--- config.mk ---
export PLATFORM = sky130hd
export DESIGN_NAME = apb_req_arbiter_flat
export DESIGN_NICKNAME = d
export VERILOG_FILES = /design/src/rtl/apb_req_arbiter_if.sv /design/src/rtl/apb_req_arbiter.sv /design/src/flat_wrapper.sv
export SDC_FILE = /design/constraint.sdc
export NUM_CORES = 1
export LEC_CHECK = 0
export CORE_UTILIZATION = 39
export DETAILED_ROUTE_END_ITERATION = 12
export PLACE_DENSITY = 0.81
export RECOVER_POWER = 50
export SYNTH_ARGS = -nofsm -noshare
export SYNTH_HDL_FRONTEND = slang
export SYNTH_SLANG_ARGS = --single-unit
--- constraint.sdc ---
create_clock -name PCLK -period 2 [get_ports PCLK]
set_input_delay 0.4 -clock PCLK [delete_from_list [all_inputs] [get_ports PCLK]]
set_output_delay 0.4 -clock PCLK [all_outputs]
set_load 0.03 [all_outputs]
--- src/rtl/apb_req_arbiter_if.sv ---
// APB bus bundle between the two-requester arbiter (master) and its
// two slaves. Slave-side return signals are shared; the arbiter picks
// PRDATA1 or PRDATA2 from its own slave select.
interface apb_req_arbiter_if;
  logic        PSEL1;
  logic        PSEL2;
  logic        PENABLE;
  logic        PWRITE;
  logic [7:0]  PADDR;
  logic [31:0] PWDATA;
  logic [31:0] PRDATA1;
  logic [31:0] PRDATA2;
  logic        PREADY;
  logic        PSLVERR;

  modport master (
    output PSEL1, PSEL2, PENABLE, PWRITE, PADDR, PWDATA,
    input  PRDATA1, PRDATA2, PREADY, PSLVERR
  );

  modport slave (
    input  PSEL1, PSEL2, PENABLE, PWRITE, PADDR, PWDATA,
    output PRDATA1, PRDATA2, PREADY, PSLVERR
  );
endinterface

--- src/rtl/apb_req_arbiter.sv ---
// Two-requester round-robin arbiter feeding a single APB master with two
// slave selects. One transfer at a time: IDLE -> SETUP -> ACCESS -> IDLE,
// with a wait-state timeout that completes the transfer with an error.
// All bus and completion outputs are registered.
module apb_req_arbiter #(
  parameter int TIMEOUT = 15
) (
  input  logic        PCLK,
  input  logic        PRESETn,
  input  logic [1:0]  req_i,
  input  logic [1:0]  wr_i,
  input  logic [8:0]  addr0_i,
  input  logic [8:0]  addr1_i,
  input  logic [31:0] wdata0_i,
  input  logic [31:0] wdata1_i,
  output logic [1:0]  ack_o,
  output logic [31:0] rdata_o,
  output logic        err_o,
  apb_req_arbiter_if.master apb
);

  localparam logic [7:0] TIMEOUT_C = 8'(TIMEOUT);

  typedef enum logic [1:0] {
    IDLE   = 2'd0,
    SETUP  = 2'd1,
    ACCESS = 2'd2
  } state_t;

  state_t      state_q;
  logic [7:0]  wait_q;
  logic        last_q;     // requester granted most recently
  logic        win_q;      // requester owning the transfer in flight
  logic        psel1_q;
  logic        psel2_q;
  logic        penable_q;
  logic        pwrite_q;
  logic [7:0]  paddr_q;
  logic [31:0] pwdata_q;
  logic [1:0]  ack_q;
  logic [31:0] rdata_q;
  logic        err_q;

  logic [1:0]  masked_d;
  logic        winner_d;
  logic [8:0]  sel_addr_d;
  logic [31:0] sel_wdata_d;
  logic [7:0]  wait_d;
  logic [31:0] sel_rdata_d;

  // Arbitration and operand selection for the next grant.
  always_comb begin
    // NOTE: every signal gets a value on every pass so no latch is inferred.
    masked_d    = req_i & ~ack_q;   // a requester being acked cannot re-win this cycle
    winner_d    = (masked_d == 2'b11) ? ~last_q : masked_d[1];
    sel_addr_d  = winner_d ? addr1_i  : addr0_i;
    sel_wdata_d = winner_d ? wdata1_i : wdata0_i;
    wait_d      = wait_q + 8'd1;
    sel_rdata_d = psel2_q ? apb.PRDATA2 : apb.PRDATA1;
  end

  // Transfer FSM with registered bus and completion outputs.
  always_ff @(posedge PCLK or negedge PRESETn) begin
    if (!PRESETn) begin
      state_q   <= IDLE;
      wait_q    <= '0;
      last_q    <= 1'b1;            // requester 0 wins the first tie
      win_q     <= 1'b0;
      psel1_q   <= 1'b0;
      psel2_q   <= 1'b0;
      penable_q <= 1'b0;
      pwrite_q  <= 1'b0;
      paddr_q   <= '0;
      pwdata_q  <= '0;
      ack_q     <= '0;
      rdata_q   <= '0;
      err_q     <= 1'b0;
    end else begin
      // NOTE: non-blocking assignments so every branch reads pre-edge state.
      ack_q   <= '0;                // completion outputs are one-cycle pulses
      rdata_q <= '0;
      err_q   <= 1'b0;
      case (state_q)
        IDLE: begin
          if (|masked_d) begin
            win_q    <= winner_d;
            last_q   <= winner_d;
            pwrite_q <= wr_i[winner_d];
            paddr_q  <= sel_addr_d[7:0];
            pwdata_q <= sel_wdata_d;
            psel1_q  <= ~sel_addr_d[8];
            psel2_q  <= sel_addr_d[8];
            wait_q   <= '0;
            state_q  <= SETUP;
          end
        end
        SETUP: begin
          penable_q <= 1'b1;
          state_q   <= ACCESS;
        end
        ACCESS: begin
          if (apb.PREADY) begin
            ack_q[win_q] <= 1'b1;
            err_q        <= apb.PSLVERR;
            rdata_q      <= pwrite_q ? '0 : sel_rdata_d;
            psel1_q      <= 1'b0;
            psel2_q      <= 1'b0;
            penable_q    <= 1'b0;
            state_q      <= IDLE;
          end else if (wait_d == TIMEOUT_C) begin
            ack_q[win_q] <= 1'b1;
            err_q        <= 1'b1;
            psel1_q      <= 1'b0;
            psel2_q      <= 1'b0;
            penable_q    <= 1'b0;
            state_q      <= IDLE;
          end else begin
            wait_q <= wait_d;
          end
        end
        default: state_q <= IDLE;
      endcase
    end
  end

  assign apb.PSEL1   = psel1_q;
  assign apb.PSEL2   = psel2_q;
  assign apb.PENABLE = penable_q;
  assign apb.PWRITE  = pwrite_q;
  assign apb.PADDR   = paddr_q;
  assign apb.PWDATA  = pwdata_q;
  assign ack_o       = ack_q;
  assign rdata_o     = rdata_q;
  assign err_o       = err_q;

endmodule

--- src/flat_wrapper.sv ---
// flat-port wrapper written by rule: the top's interface ports become plain ports
module apb_req_arbiter_flat 
#(
  parameter int TIMEOUT = 15
)
  (PCLK, PRESETn, req_i, wr_i, addr0_i, addr1_i, wdata0_i, wdata1_i, ack_o, rdata_o, err_o, apb_PSEL1, apb_PSEL2, apb_PENABLE, apb_PWRITE, apb_PADDR, apb_PWDATA, apb_PRDATA1, apb_PRDATA2, apb_PREADY, apb_PSLVERR);
  apb_req_arbiter_if apb_i ();
  input  logic PCLK;
  input  logic PRESETn;
  input  logic [1:0] req_i;
  input  logic [1:0] wr_i;
  input  logic [8:0] addr0_i;
  input  logic [8:0] addr1_i;
  input  logic [31:0] wdata0_i;
  input  logic [31:0] wdata1_i;
  output logic [1:0] ack_o;
  output logic [31:0] rdata_o;
  output logic err_o;
  output wire logic [$bits(apb_i.PSEL1)-1:0] apb_PSEL1;
  output wire logic [$bits(apb_i.PSEL2)-1:0] apb_PSEL2;
  output wire logic [$bits(apb_i.PENABLE)-1:0] apb_PENABLE;
  output wire logic [$bits(apb_i.PWRITE)-1:0] apb_PWRITE;
  output wire logic [$bits(apb_i.PADDR)-1:0] apb_PADDR;
  output wire logic [$bits(apb_i.PWDATA)-1:0] apb_PWDATA;
  input wire logic [$bits(apb_i.PRDATA1)-1:0] apb_PRDATA1;
  input wire logic [$bits(apb_i.PRDATA2)-1:0] apb_PRDATA2;
  input wire logic [$bits(apb_i.PREADY)-1:0] apb_PREADY;
  input wire logic [$bits(apb_i.PSLVERR)-1:0] apb_PSLVERR;
  assign apb_PSEL1 = apb_i.PSEL1;
  assign apb_PSEL2 = apb_i.PSEL2;
  assign apb_PENABLE = apb_i.PENABLE;
  assign apb_PWRITE = apb_i.PWRITE;
  assign apb_PADDR = apb_i.PADDR;
  assign apb_PWDATA = apb_i.PWDATA;
  assign apb_i.PRDATA1 = apb_PRDATA1;
  assign apb_i.PRDATA2 = apb_PRDATA2;
  assign apb_i.PREADY = apb_PREADY;
  assign apb_i.PSLVERR = apb_PSLVERR;
  apb_req_arbiter #(.TIMEOUT(TIMEOUT)) u_core (.PCLK(PCLK), .PRESETn(PRESETn), .req_i(req_i), .wr_i(wr_i), .addr0_i(addr0_i), .addr1_i(addr1_i), .wdata0_i(wdata0_i), .wdata1_i(wdata1_i), .ack_o(ack_o), .rdata_o(rdata_o), .err_o(err_o), .apb(apb_i));
endmodule
==> impl_metrics.toml <==
[timing]
worst_slack_ps = 49.2
timing.fmax_mhz = 513
period_needed_ps = 1950
fin_setup_tns_ps = 0
worst_pin_slew_ps = 638
slew_violations = 0
hold_viol_final = 0
fin_crit_sh = 0.975
rsz0062_at_grt = "false"
finalClockSkew_ps = 11.5
final-setup-viol-count = 0
relSlewSlack = 0.575

[cts]
cts_num_sinks = 91
cts-root-buf = "clkbuf_8"
htreeDepth = 3
cts_max_path_buffers = 2
clk-insertion-delay-late_ps = 360
numCtsBuffers = 9
path_clk_slew_ps = 90
cts_tree = "yes"

[global_routing]
antenna_found_initial = 0
grt_pass1_wl_mm = 19.4
gr-total-overflow = 0
grt_max_degree = 67
track_usage = 0.225
first_global_vias = 3935

[cells_and_area]
num-nets-final = 788
final_common_cell = "clkdlybuf4s50_1"
areaGrowthSynthToFinish_pct = 64.1
post_route_cells_drive_above_1_share = 0.0741
utilization = 0.669
diodes = 0
final_cell_mix = "clkdlybuf4s50_1 (230), dfrtp_1 (88), mux2i_1 (75)"
finalNonFillerCells = 770

[logic_synthesis]
synth_warnings = 0
synth_seq_cells = 91
synth-async-reset-ratio = 1.00
synthCells = 393
synth_edf_count = 0
yosysSeqAreaShare = 0.537
synth_ff_type = "dfrtp_1"
syn_area_um2 = 4250
avgSynthCellArea_um2 = 10.8
yosysUniqueCellTypes = 41
synthesis.nets = 552

[placed_design]
dp.cells = 752
io_buffers = 232
dp_hpwl_mm = 9.48
post-place-ws_ps = 12.0
gp_congestion = 0.822

[route]
drt-total-wl_mm = 12.1
dr.pass1.iters = 4
drc = 0
via_per_inst = 4.94
vias = 3802
ant_nets = 0
drt_iter0_drc = 113
wl_per_cell_um = 15.8

[setup_path]
cpPeakStageDelay_ps = 450
cp_data_required_time_ps = 2250
start_kind = "flip-flop"
worstSetupPathType = "flip-flop to flip-flop"
crit_family = "compound AO/OA/AOI/OAI gates"
crit_path_max_fanout = 4
path_cells = "inv_1 -> ha_1 -> nand2b_1 -> nor4_2 -> a41oi_2 -> a22o_4 -> mux2_4"
crit_slowest_cell = "dfrtp_2"
end_kind = "flip-flop"
cp_num_buf_inv = 1
cp_data_arrival_time_ps = 2200

[min_path]
hold_path.class = "primary input to async pin"

[floorplan]
ios = 233
die_w_um = 106
dieArea_um2 = 11300
start_util = 0.408
die_y_um = 106
num_rows = 37
core-area_um2 = 10400

[power_and_ir_drop]
ir_worst_vdd_mv = 0.798
leakage_uw = 0.00313
p_per_area_nw_per_um2 = 1180

[status]
status = "finished clean"

[flow_run]
drv_cap = 0
[layer usage]
layer  global-route usage  share of wire  wire length (um)  vias to the layer above
met3               0.0742          0.085              1030                       23
li1                     -              -                 -                     1823
met1                0.254           0.37              4510                     1804
met5                    0              0                 0                        -
met4               0.0992          0.027               326                        0
met2                0.385           0.52              6270                      152
[metrics by stage]
step	power [uW]	hold slack [ps]	cell area [um^2]
after global routing	8730	474	6970
after detailed placement	7200	322	6820
after floorplan	5260	104	4250
after global placement	7070	317	6820
after CTS	8300	468	6990
final	8210	470	6970
[power breakdown]
part | switching, uW | total (uW) | internal, uW
Sequential | 384 | 2800 | 2410
Clock | 635 | 1090 | 451
Combinational | 2410 | 4330 | 1920
Total | 3430 | 8210 | 4780
[worst reg2reg max path, stage by stage, from the launching register on]
cell,delay (ps)
dfrtp_2,450
inv_1,110
ha_1,170
nand2b_1,70
nor4_2,270
a41oi_2,180
a22o_4,300
mux2_4,290
[cell families after synthesis]
group	count (synthesis)	share of synthesized area
buffers and inverters	35	0.0401
DFF	91	0.537
and+or+nand+nor	110	0.118
adders and majority gates	5	0.0147
muxes	76	0.180
xor gates and xnor gates	2	0.00413
AOI/OAI and AO/OA	74	0.106
[sequential cells by signal (all words and copies together) (netlist names), 2 cells and up]
name and count:
u_core.apb.PWDATA 32, u_core.ack_o 2, u_core.wait_q 8, u_core.apb.PADDR 8
u_core.state_q 2, u_core.rdata_o 32
[layout make-up]
cell class                 instances  area [um^2]
clock buffer                      12          135
timing repair buffer             252         2510
tap                              136          170
inverter                           8         30.0
fill                             828         3450
clock inverter                     4         27.5
multi-input combinational        267         1810
sequential                        91         2280
[synthesized netlist by cell type, drive strengths merged (4+ instances only)]
master	n	area (um^2)
a21o	4	30.0
a21oi	4	20.0
a22o	5	52.6
buf	17	103
clkbuf	10	37.5
dfrtp	90	2250
ha	5	62.6
inv	8	30.0
mux2i	75	751
nand2	48	180
nand2b	5	38.8
nand3	4	25.0
nor2	38	143
o21ai	50	250
[path summary, 6_finish.rpt]
check,from,slack [ps],end,cells past startpoint
max in group asynchronous,PRESETn,510,u_core.wait_q[0],3
hold reg to reg,u_core.win_q,480,u_core.ack_o[0],1
setup / recovery,u_core.wait_q[0],50,u_core.state_q[1],7
min in group PCLK,u_core.win_q,480,u_core.ack_o[0],1
setup reg to reg,u_core.wait_q[0],50,u_core.state_q[1],7
hold / removal,PRESETn,470,u_core.apb.PADDR[6],2
[what timing repair did]
action / 4_1_cts / 5_1_grt
resized for setup: 0 / 3
endpoints found under the hold margin: 21 / 0
hold buffers: 1 / 0
setup buffers: 0 / 1
setup endpoints to repair: 0 / 8
(Power assumes the default switching activity.)
